<file path="config.mk">
export PLATFORM = sky130hd
export DESIGN_NAME = matrix_mult_seq
export DESIGN_NICKNAME = d
export VERILOG_FILES = /design/src/rtl/matmul_pkg.sv /design/src/rtl/matmul_mac.sv /design/src/rtl/matrix_mult_seq.sv
export SDC_FILE = /design/constraint.sdc
export NUM_CORES = 1
export LEC_CHECK = 0
export ABC_AREA = 1
export CORE_MARGIN = 2
export CORE_UTILIZATION = 65
export CTS_CLUSTER_SIZE = 24
export DETAILED_ROUTE_END_ITERATION = 16
export PLACE_DENSITY_LB_ADDON = 0.05
export SLEW_MARGIN = 10
export SYNTH_ARGS = -nofsm -noshare
export SYNTH_HDL_FRONTEND = slang
export SYNTH_SLANG_ARGS = --single-unit
</file>
<file path="constraint.sdc">
create_clock -name clk -period 19.7 [get_ports clk]
set_input_delay 3.94 -clock clk [delete_from_list [all_inputs] [get_ports clk]]
set_output_delay 3.94 -clock clk [all_outputs]
set_load 0.01 [all_outputs]
</file>
<file path="src/rtl/matmul_pkg.sv">
// Shared types and helpers for the sequential matrix multiplier.
//   state_t      : operation phase (LOAD_A, LOAD_B, COMPUTE, OUTPUT)
//   acc_width()  : full-precision accumulator width, 2*DATA_W + clog2(N)
//   sat_convert(): clamps an extended accumulator value into an OUT_W range
package matmul_pkg;

    typedef enum logic [1:0] {
        LOAD_A  = 2'd0,
        LOAD_B  = 2'd1,
        COMPUTE = 2'd2,
        OUTPUT  = 2'd3
    } state_t;

    // Working width for the saturation helper; callers extend into it.
    localparam int unsigned MAX_W = 128;

    typedef struct packed {
        logic             sat;
        logic [MAX_W-1:0] val;
    } cvt_t;

    function automatic int unsigned acc_width(input int unsigned n, input int unsigned data_w);
        return 2 * data_w + 32'($clog2(n));
    endfunction

    // acc_ext must already be sign- or zero-extended to MAX_W.
    // The low out_w bits of val hold the clamped (or unchanged) result.
    function automatic cvt_t sat_convert(input logic [MAX_W-1:0] acc_ext,
                                         input int unsigned      out_w,
                                         input bit               is_signed);
        cvt_t             r;
        logic [MAX_W-1:0] one;
        logic [MAX_W-1:0] umax;
        logic [MAX_W-1:0] smax;
        logic [MAX_W-1:0] smin;
        one   = MAX_W'(1);
        umax  = (one << out_w) - one;
        smax  = (one << (out_w - 1)) - one;
        smin  = ~smax;
        r.sat = 1'b0;
        r.val = acc_ext;
        if (is_signed) begin
            if ($signed(acc_ext) > $signed(smax)) begin
                r.sat = 1'b1;
                r.val = smax;
            end else if ($signed(acc_ext) < $signed(smin)) begin
                r.sat = 1'b1;
                r.val = smin;
            end
        end else if ((acc_ext & ~umax) != '0) begin
            r.sat = 1'b1;
            r.val = umax;
        end
        return r;
    endfunction

endpackage

</file>
<file path="src/rtl/matmul_mac.sv">
// Registered multiply-accumulate: o_acc <= (i_clr ? 0 : o_acc) + i_a*i_b when i_en.
// Ports: clk, rst_n (sync, active-low), i_en, i_clr, i_a/i_b operands, o_acc.
// SIGNED selects two's-complement or unsigned extension of the product.
module matmul_mac
    import matmul_pkg::*;
#(
    parameter int unsigned DATA_W = 16,
    parameter int unsigned ACC_W  = 34,
    parameter bit          SIGNED = 1'b0
) (
    input  logic              clk,
    input  logic              rst_n,
    input  logic              i_en,
    input  logic              i_clr,
    input  logic [DATA_W-1:0] i_a,
    input  logic [DATA_W-1:0] i_b,
    output logic [ACC_W-1:0]  o_acc
);

    localparam int unsigned PROD_W = 2 * DATA_W;

    logic [ACC_W-1:0] w_prod;
    logic [ACC_W-1:0] r_acc;

    // Product extended to the accumulator width according to signedness.
    generate
        if (SIGNED) begin : g_signed
            logic signed [PROD_W-1:0] w_sprod;
            assign w_sprod = PROD_W'($signed(i_a)) * PROD_W'($signed(i_b));
            assign w_prod  = ACC_W'(w_sprod);
        end else begin : g_unsigned
            logic [PROD_W-1:0] w_uprod;
            assign w_uprod = PROD_W'(i_a) * PROD_W'(i_b);
            assign w_prod  = ACC_W'(w_uprod);
        end
    endgenerate

    always_ff @(posedge clk) begin
        if (!rst_n) begin
            r_acc <= '0;
        end else if (i_en) begin
            r_acc <= (i_clr ? '0 : r_acc) + w_prod;
        end
    end

    assign o_acc = r_acc;

endmodule

</file>
<file path="src/rtl/matrix_mult_seq.sv">
// Sequential NxN matrix multiplier, C = A x B, sharing one MAC.
// Operands stream in row-major (A then B) over in_valid/in_ready/in_data;
// results stream out row-major over out_valid/out_ready/out_data with out_last
// on C[N-1][N-1]. busy is high except in LOAD_A before the first beat.
// ovf is a sticky per-operation saturation flag.
// Optional build macro MATMUL_SAT_EN: saturate results to OUT_W and drive ovf;
// without it results wrap to the low OUT_W bits and ovf is 0.
// Reset rst_n is synchronous, active-low.
module matrix_mult_seq
    import matmul_pkg::*;
#(
    parameter int unsigned N      = 3,
    parameter int unsigned DATA_W = 16,
    parameter int unsigned OUT_W  = 32,
    parameter bit          SIGNED = 1'b0
) (
    input  logic              clk,
    input  logic              rst_n,
    input  logic              in_valid,
    output logic              in_ready,
    input  logic [DATA_W-1:0] in_data,
    output logic              out_valid,
    input  logic              out_ready,
    output logic [OUT_W-1:0]  out_data,
    output logic              out_last,
    output logic              busy,
    output logic              ovf
);

    localparam int unsigned ACC_W = acc_width(N, DATA_W);
    localparam int unsigned NN    = N * N;
    localparam int unsigned IDX_W = $clog2(NN);
    localparam int unsigned LP_W  = $clog2(N);
    localparam logic [IDX_W-1:0] LAST_IDX = IDX_W'(NN - 1);
    localparam logic [LP_W-1:0]  LAST_LP  = LP_W'(N - 1);

    state_t            r_state;
    logic              r_in_ready;
    logic              r_out_valid;
    logic              r_out_last;
    logic              r_busy;
    logic [OUT_W-1:0]  r_out_data;
    logic [IDX_W-1:0]  r_in_cnt;
    logic [IDX_W-1:0]  r_out_idx;
    logic [LP_W-1:0]   r_i;
    logic [LP_W-1:0]   r_j;
    logic [LP_W-1:0]   r_k;
    logic              r_wr_pend;
    logic [IDX_W-1:0]  r_wr_idx;

    logic [DATA_W-1:0] r_a [NN];
    logic [DATA_W-1:0] r_b [NN];
    logic [OUT_W-1:0]  r_c [NN];

    logic              w_in_fire;
    logic              w_out_fire;
    logic              w_mac_en;
    logic              w_mac_clr;
    logic [IDX_W-1:0]  w_a_idx;
    logic [IDX_W-1:0]  w_b_idx;
    logic [IDX_W-1:0]  w_c_idx;
    logic [IDX_W-1:0]  w_out_nxt;
    logic [ACC_W-1:0]  w_acc;
    logic [OUT_W-1:0]  w_c_val;

    assign w_in_fire  = in_valid & r_in_ready;
    assign w_out_fire = r_out_valid & out_ready;
    assign w_mac_en   = (r_state == COMPUTE);
    assign w_mac_clr  = (r_k == '0);
    assign w_a_idx    = IDX_W'(32'(r_i) * N + 32'(r_k));
    assign w_b_idx    = IDX_W'(32'(r_k) * N + 32'(r_j));
    assign w_c_idx    = IDX_W'(32'(r_i) * N + 32'(r_j));
    assign w_out_nxt  = r_out_idx + IDX_W'(1);

    matmul_mac #(
        .DATA_W (DATA_W),
        .ACC_W  (ACC_W),
        .SIGNED (SIGNED)
    ) u_mac (
        .clk   (clk),
        .rst_n (rst_n),
        .i_en  (w_mac_en),
        .i_clr (w_mac_clr),
        .i_a   (r_a[w_a_idx]),
        .i_b   (r_b[w_b_idx]),
        .o_acc (w_acc)
    );

`ifdef MATMUL_SAT_EN
    logic [MAX_W-1:0] w_acc_ext;
    cvt_t             w_cvt;
    logic             w_unused_hi;
    logic             r_ovf;

    // Extend the accumulator, then clamp into the OUT_W range.
    always_comb begin
        if (SIGNED) begin
            w_acc_ext = MAX_W'($signed(w_acc));
        end else begin
            w_acc_ext = MAX_W'(w_acc);
        end
        w_cvt   = sat_convert(w_acc_ext, OUT_W, SIGNED);
        w_c_val = OUT_W'(w_cvt.val);
    end

    assign w_unused_hi = ^w_cvt.val[MAX_W-1:OUT_W];

    // Sticky until the operation's final output handshake.
    always_ff @(posedge clk) begin
        if (!rst_n) begin
            r_ovf <= 1'b0;
        end else if (w_out_fire && r_out_last) begin
            r_ovf <= 1'b0;
        end else if (r_wr_pend && w_cvt.sat) begin
            r_ovf <= 1'b1;
        end
    end

    assign ovf = r_ovf;
`else
    // Wrap-around: keep the low OUT_W bits (extended if OUT_W is wider).
    always_comb begin
        if (SIGNED) begin
            w_c_val = OUT_W'($signed(w_acc));
        end else begin
            w_c_val = OUT_W'(w_acc);
        end
    end

    assign ovf = 1'b0;
`endif

    // Operand and result buffers; no reset needed, counters gate their use.
    always_ff @(posedge clk) begin
        if (w_in_fire && (r_state == LOAD_A)) begin
            r_a[r_in_cnt] <= in_data;
        end
        if (w_in_fire && (r_state == LOAD_B)) begin
            r_b[r_in_cnt] <= in_data;
        end
        if (r_wr_pend) begin
            r_c[r_wr_idx] <= w_c_val;
        end
    end

    // Control FSM with registered outputs.
    // The MAC result lands one cycle after the k==N-1 issue, so C writes are
    // delayed by one cycle; OUTPUT spends its first cycle letting the last
    // write settle before presenting C[0][0].
    always_ff @(posedge clk) begin
        if (!rst_n) begin
            r_state     <= LOAD_A;
            r_in_ready  <= 1'b1;
            r_out_valid <= 1'b0;
            r_out_last  <= 1'b0;
            r_busy      <= 1'b0;
            r_out_data  <= '0;
            r_in_cnt    <= '0;
            r_out_idx   <= '0;
            r_i         <= '0;
            r_j         <= '0;
            r_k         <= '0;
            r_wr_pend   <= 1'b0;
            r_wr_idx    <= '0;
        end else begin
            r_wr_pend <= (r_state == COMPUTE) && (r_k == LAST_LP);
            r_wr_idx  <= w_c_idx;
            unique case (r_state)
                LOAD_A: begin
                    if (w_in_fire) begin
                        r_busy <= 1'b1;
                        if (r_in_cnt == LAST_IDX) begin
                            r_in_cnt <= '0;
                            r_state  <= LOAD_B;
                        end else begin
                            r_in_cnt <= r_in_cnt + IDX_W'(1);
                        end
                    end
                end
                LOAD_B: begin
                    if (w_in_fire) begin
                        if (r_in_cnt == LAST_IDX) begin
                            r_in_cnt   <= '0;
                            r_in_ready <= 1'b0;
                            r_state    <= COMPUTE;
                        end else begin
                            r_in_cnt <= r_in_cnt + IDX_W'(1);
                        end
                    end
                end
                COMPUTE: begin
                    if (r_k == LAST_LP) begin
                        r_k <= '0;
                        if (r_j == LAST_LP) begin
                            r_j <= '0;
                            if (r_i == LAST_LP) begin
                                r_i     <= '0;
                                r_state <= OUTPUT;
                            end else begin
                                r_i <= r_i + LP_W'(1);
                            end
                        end else begin
                            r_j <= r_j + LP_W'(1);
                        end
                    end else begin
                        r_k <= r_k + LP_W'(1);
                    end
                end
                OUTPUT: begin
                    if (!r_out_valid) begin
                        r_out_valid <= 1'b1;
                        r_out_data  <= r_c[0];
                        r_out_idx   <= '0;
                        r_out_last  <= 1'b0;
                    end else if (out_ready) begin
                        if (r_out_last) begin
                            r_state     <= LOAD_A;
                            r_out_valid <= 1'b0;
                            r_out_last  <= 1'b0;
                            r_in_ready  <= 1'b1;
                            r_busy      <= 1'b0;
                            r_out_idx   <= '0;
                        end else begin
                            r_out_idx  <= w_out_nxt;
                            r_out_data <= r_c[w_out_nxt];
                            r_out_last <= (w_out_nxt == LAST_IDX);
                        end
                    end
                end
                default: r_state <= LOAD_A;
            endcase
        end
    end

    assign in_ready  = r_in_ready;
    assign out_valid = r_out_valid;
    assign out_data  = r_out_data;
    assign out_last  = r_out_last;
    assign busy      = r_busy;

endmodule

</file>
==> impl_metrics.json <==
{
  "ctsHoldBuffers": 0,
  "dr_wl_met3_mm": 8.44,
  "fin_crit_ps": 9170,
  "yosys.area.top_type": "edfxtp_1",
  "n_antenna_cell": 0,
  "drt-total-wl_mm": 96.6,
  "finalMaxSlewViolations": 0,
  "die_area_sq_mm": 0.0588,
  "hold_violations": 0,
  "dr_wl_met2_mm": 45.7,
  "place_congestion": 0.980,
  "synth.avg_cell_area_sq_um": 10.1,
  "wl_met1_mm": 38.7,
  "synthCells": 3646,
  "start_util": 0.657,
  "fin_crit_sh": 0.466,
  "yosysSeqAreaShare": 0.516,
  "multi_input_area_sq_mm": 0.0149,
  "nets": 4044,
  "max_freq_mhz": 109,
  "critPathKind": "reg2reg",
  "synth_seq_cells": 665,
  "grt_pass1_wl_mm": 151,
  "routedWlPerCell_microns": 21.5,
  "crit_fanout": 33,
  "max_stage_delay_ps": 780,
  "syn2layout_area_growth_pct": 9.67,
  "status": "finished clean",
  "synth_warnings": 0,
  "clkSinkCount": 665,
  "firstDrtPassIters": 6,
  "clkTransAtPathRegs_ps": 60,
  "syn_area_sq_mm": 0.0370,
  "dr.max_layer_used": "met4",
  "synth_ff_type": "edfxtp_1",
  "seq_area_sq_mm": 0.0191,
  "cp_common_cell": "inv_1",
  "grt_max_degree": 104,
  "slew_headroom": 0.184,
  "startpoint_type": "flip-flop",
  "cts-resized-gates": 0,
  "worstMarginPinSlew_ps": 1220,
  "vias": 26000,
  "hp-class": "reg2reg",
  "die_y_microns": 243,
  "die_w_microns": 243,
  "synth.lib_cells_used.distinct": 47,
  "antenna_found_initial": 0,
  "dpl.hpwl_mm": 62.9,
  "drive_gt1_frac": 0.0641,
  "htreeDepth": 3,
  "cp-end-kind": "flip-flop",
  "yosysTopAreaCellShare": 0.468,
  "ios": 57,
  "finClkSkew_ps": 28.4,
  "synth_area_leaders": "edfxtp_1 47%, fa_1 12%, nand2_1 6.1%, inv_1 6.0%, dfxtp_1 4.8%",
  "syn_nets": 4017,
  "fin_setup_tns_ps": 0,
  "cp_slowest_cell": "inv_1",
  "setup-violations-final": 0,
  "drt_iter0_markers": 2584,
  "cp.arrival_ps": 9680,
  "cp.required_ps": 20210,
  "cts_tree": "built",
  "synth_edf_count": 576,
  "fillers": 4045,
  "portBuffers": 55,
  "post-cts-setup-buffers": 0,
  "cts_buffers": 68,
  "ant_nets": 0,
  "gr-total-overflow": 0,
  "cap_violations": 0,
  "clockBufferDepth": 3,
  "grt_pass1_vias": 26400,
  "coreArea_sq_mm": 0.0563,
  "core.rowCount": 87,
  "clk-insertion-delay-late_ps": 630,
  "rsz0062_at_grt": "false",
  "ys_async_sr_fraction": 0,
  "dpl-instance-area_sq_mm": 0.0383,
  "drc": 0,
  "cts-root-buf": "clkbuf_16",
  "finalInstanceArea_sq_mm": 0.0406,
  "grtUsageTotal": 0.337,
  "viasPerCell": 5.79
}
==> routing by layer <==
| layer | up-vias | global-route usage |
|---|---|---|
| li1 | 11900 | - |
| met1 | 12600 | 0.450 |
| met2 | 1204 | 0.549 |
| met3 | 224 | 0.0654 |
| met4 | 0 | 0.134 |
| met5 | - | 0 |
==> per-stage QoR <==
stage          worst slack (ps)  cells  hold slack, ps  utilization
2_1_floorplan             12700   3646             453            -
3_3_place_gp              11110   4359             452        0.680
3_5_place_dp              10680   4359             457        0.680
4_1_cts                   10670   4484             468        0.721
5_1_grt                   10000   4484             484        0.721
6_report                  10530   4484             466        0.721
==> critical path, delay by kind of cell (launching register included) <==
family / cells / cell delay [ps]
AO/OA/AOI/OAI: 3 / 1070
AND/OR/NAND/NOR: 10 / 1590
buffers and inverters: 10 / 1870
flip-flops: 1 / 430
adder cells (fa/ha/maj): 9 / 4080
==> cells by family (layout without fill, tap and decap cells) <==
group,Yosys count,count (layout),share of synthesized area
and+or+nand+nor,1200,1200,0.129
buffers and inverters,795,877,0.0849
DFF,665,665,0.516
AOI/OAI and AO/OA,592,592,0.0935
adders and majority gates,351,351,0.165
muxes,25,25,0.00677
xor gates and xnor gates,17,17,0.00464
other,1,1,0.000101
==> placed cells by master, fill, tap and decap left out, types with 9 or more instances in the layout <==
cell type	instances
a21oi_1	179
buf_4	53
clkbuf_1	18
clkbuf_16	68
clkdlybuf4s50_1	55
clkinv_1	35
clkinv_2	11
dfxtp_1	88
edfxtp_1	576
fa_1	229
ha_1	120
inv_1	590
inv_2	19
mux2i_1	25
nand2_1	597
nand3_1	127
nor2_1	433
nor2_2	11
nor2_4	9
o211ai_1	71
o21ai_0	262
o21ai_1	16
o21ai_2	13
o221ai_1	23
xor2_1	11
==> sequential cells by signal, indices dropped and copies added, names as in the netlist, 2 cells and up <==
register / flops
r_c: 288
r_a: 144
r_i: 2
r_wr_idx: 4
r_state: 2
r_out_idx: 4
u_mac.o_acc: 32
r_j: 2
out_data: 32
r_b: 144
r_k: 2
r_in_cnt: 4
==> cells in the mapped netlist (7+ instances only) <==
cell type	number
ha_1	122
o221ai_2	7
xor2_1	11
nor2_2	11
buf_4	13
o21ai_2	12
buf_1	11
edfxtp_1	576
a21oi_1	179
o21ai_0	262
clkinv_1	28
inv_2	18
inv_1	592
buf_2	51
o221ai_1	23
fa_1	229
mux2i_1	25
dfxtp_1	89
nor2_1	442
clkbuf_1	72
o211ai_1	71
nand2_1	598
nand3_1	127
o21ai_1	17
==> layout make-up <==
cell class	count	share of cell area
clock buffers	91	0.0453
clock inverters	34	0.0108
inverters	644	0.0600
multi-input cells	2186	0.367
flip-flops and latches	665	0.471
well taps	756	0.0233
repair buffers	108	0.0234
==> final timing paths <==
path	from	to	slack, ps	cells after the start
worst max register to register	r_i[0]	u_mac.o_acc[29]	10530	32
worst min register to register	out_data[20]	out_data[20]	470	2
worst min-delay path	out_data[20]	out_data[20]	470	2
worst max-delay path	r_i[0]	u_mac.o_acc[29]	10530	32
Power is left out: the tool's default activity adds up to more than one toggle a clock period on the data nets, which glitch-free logic cannot reach.
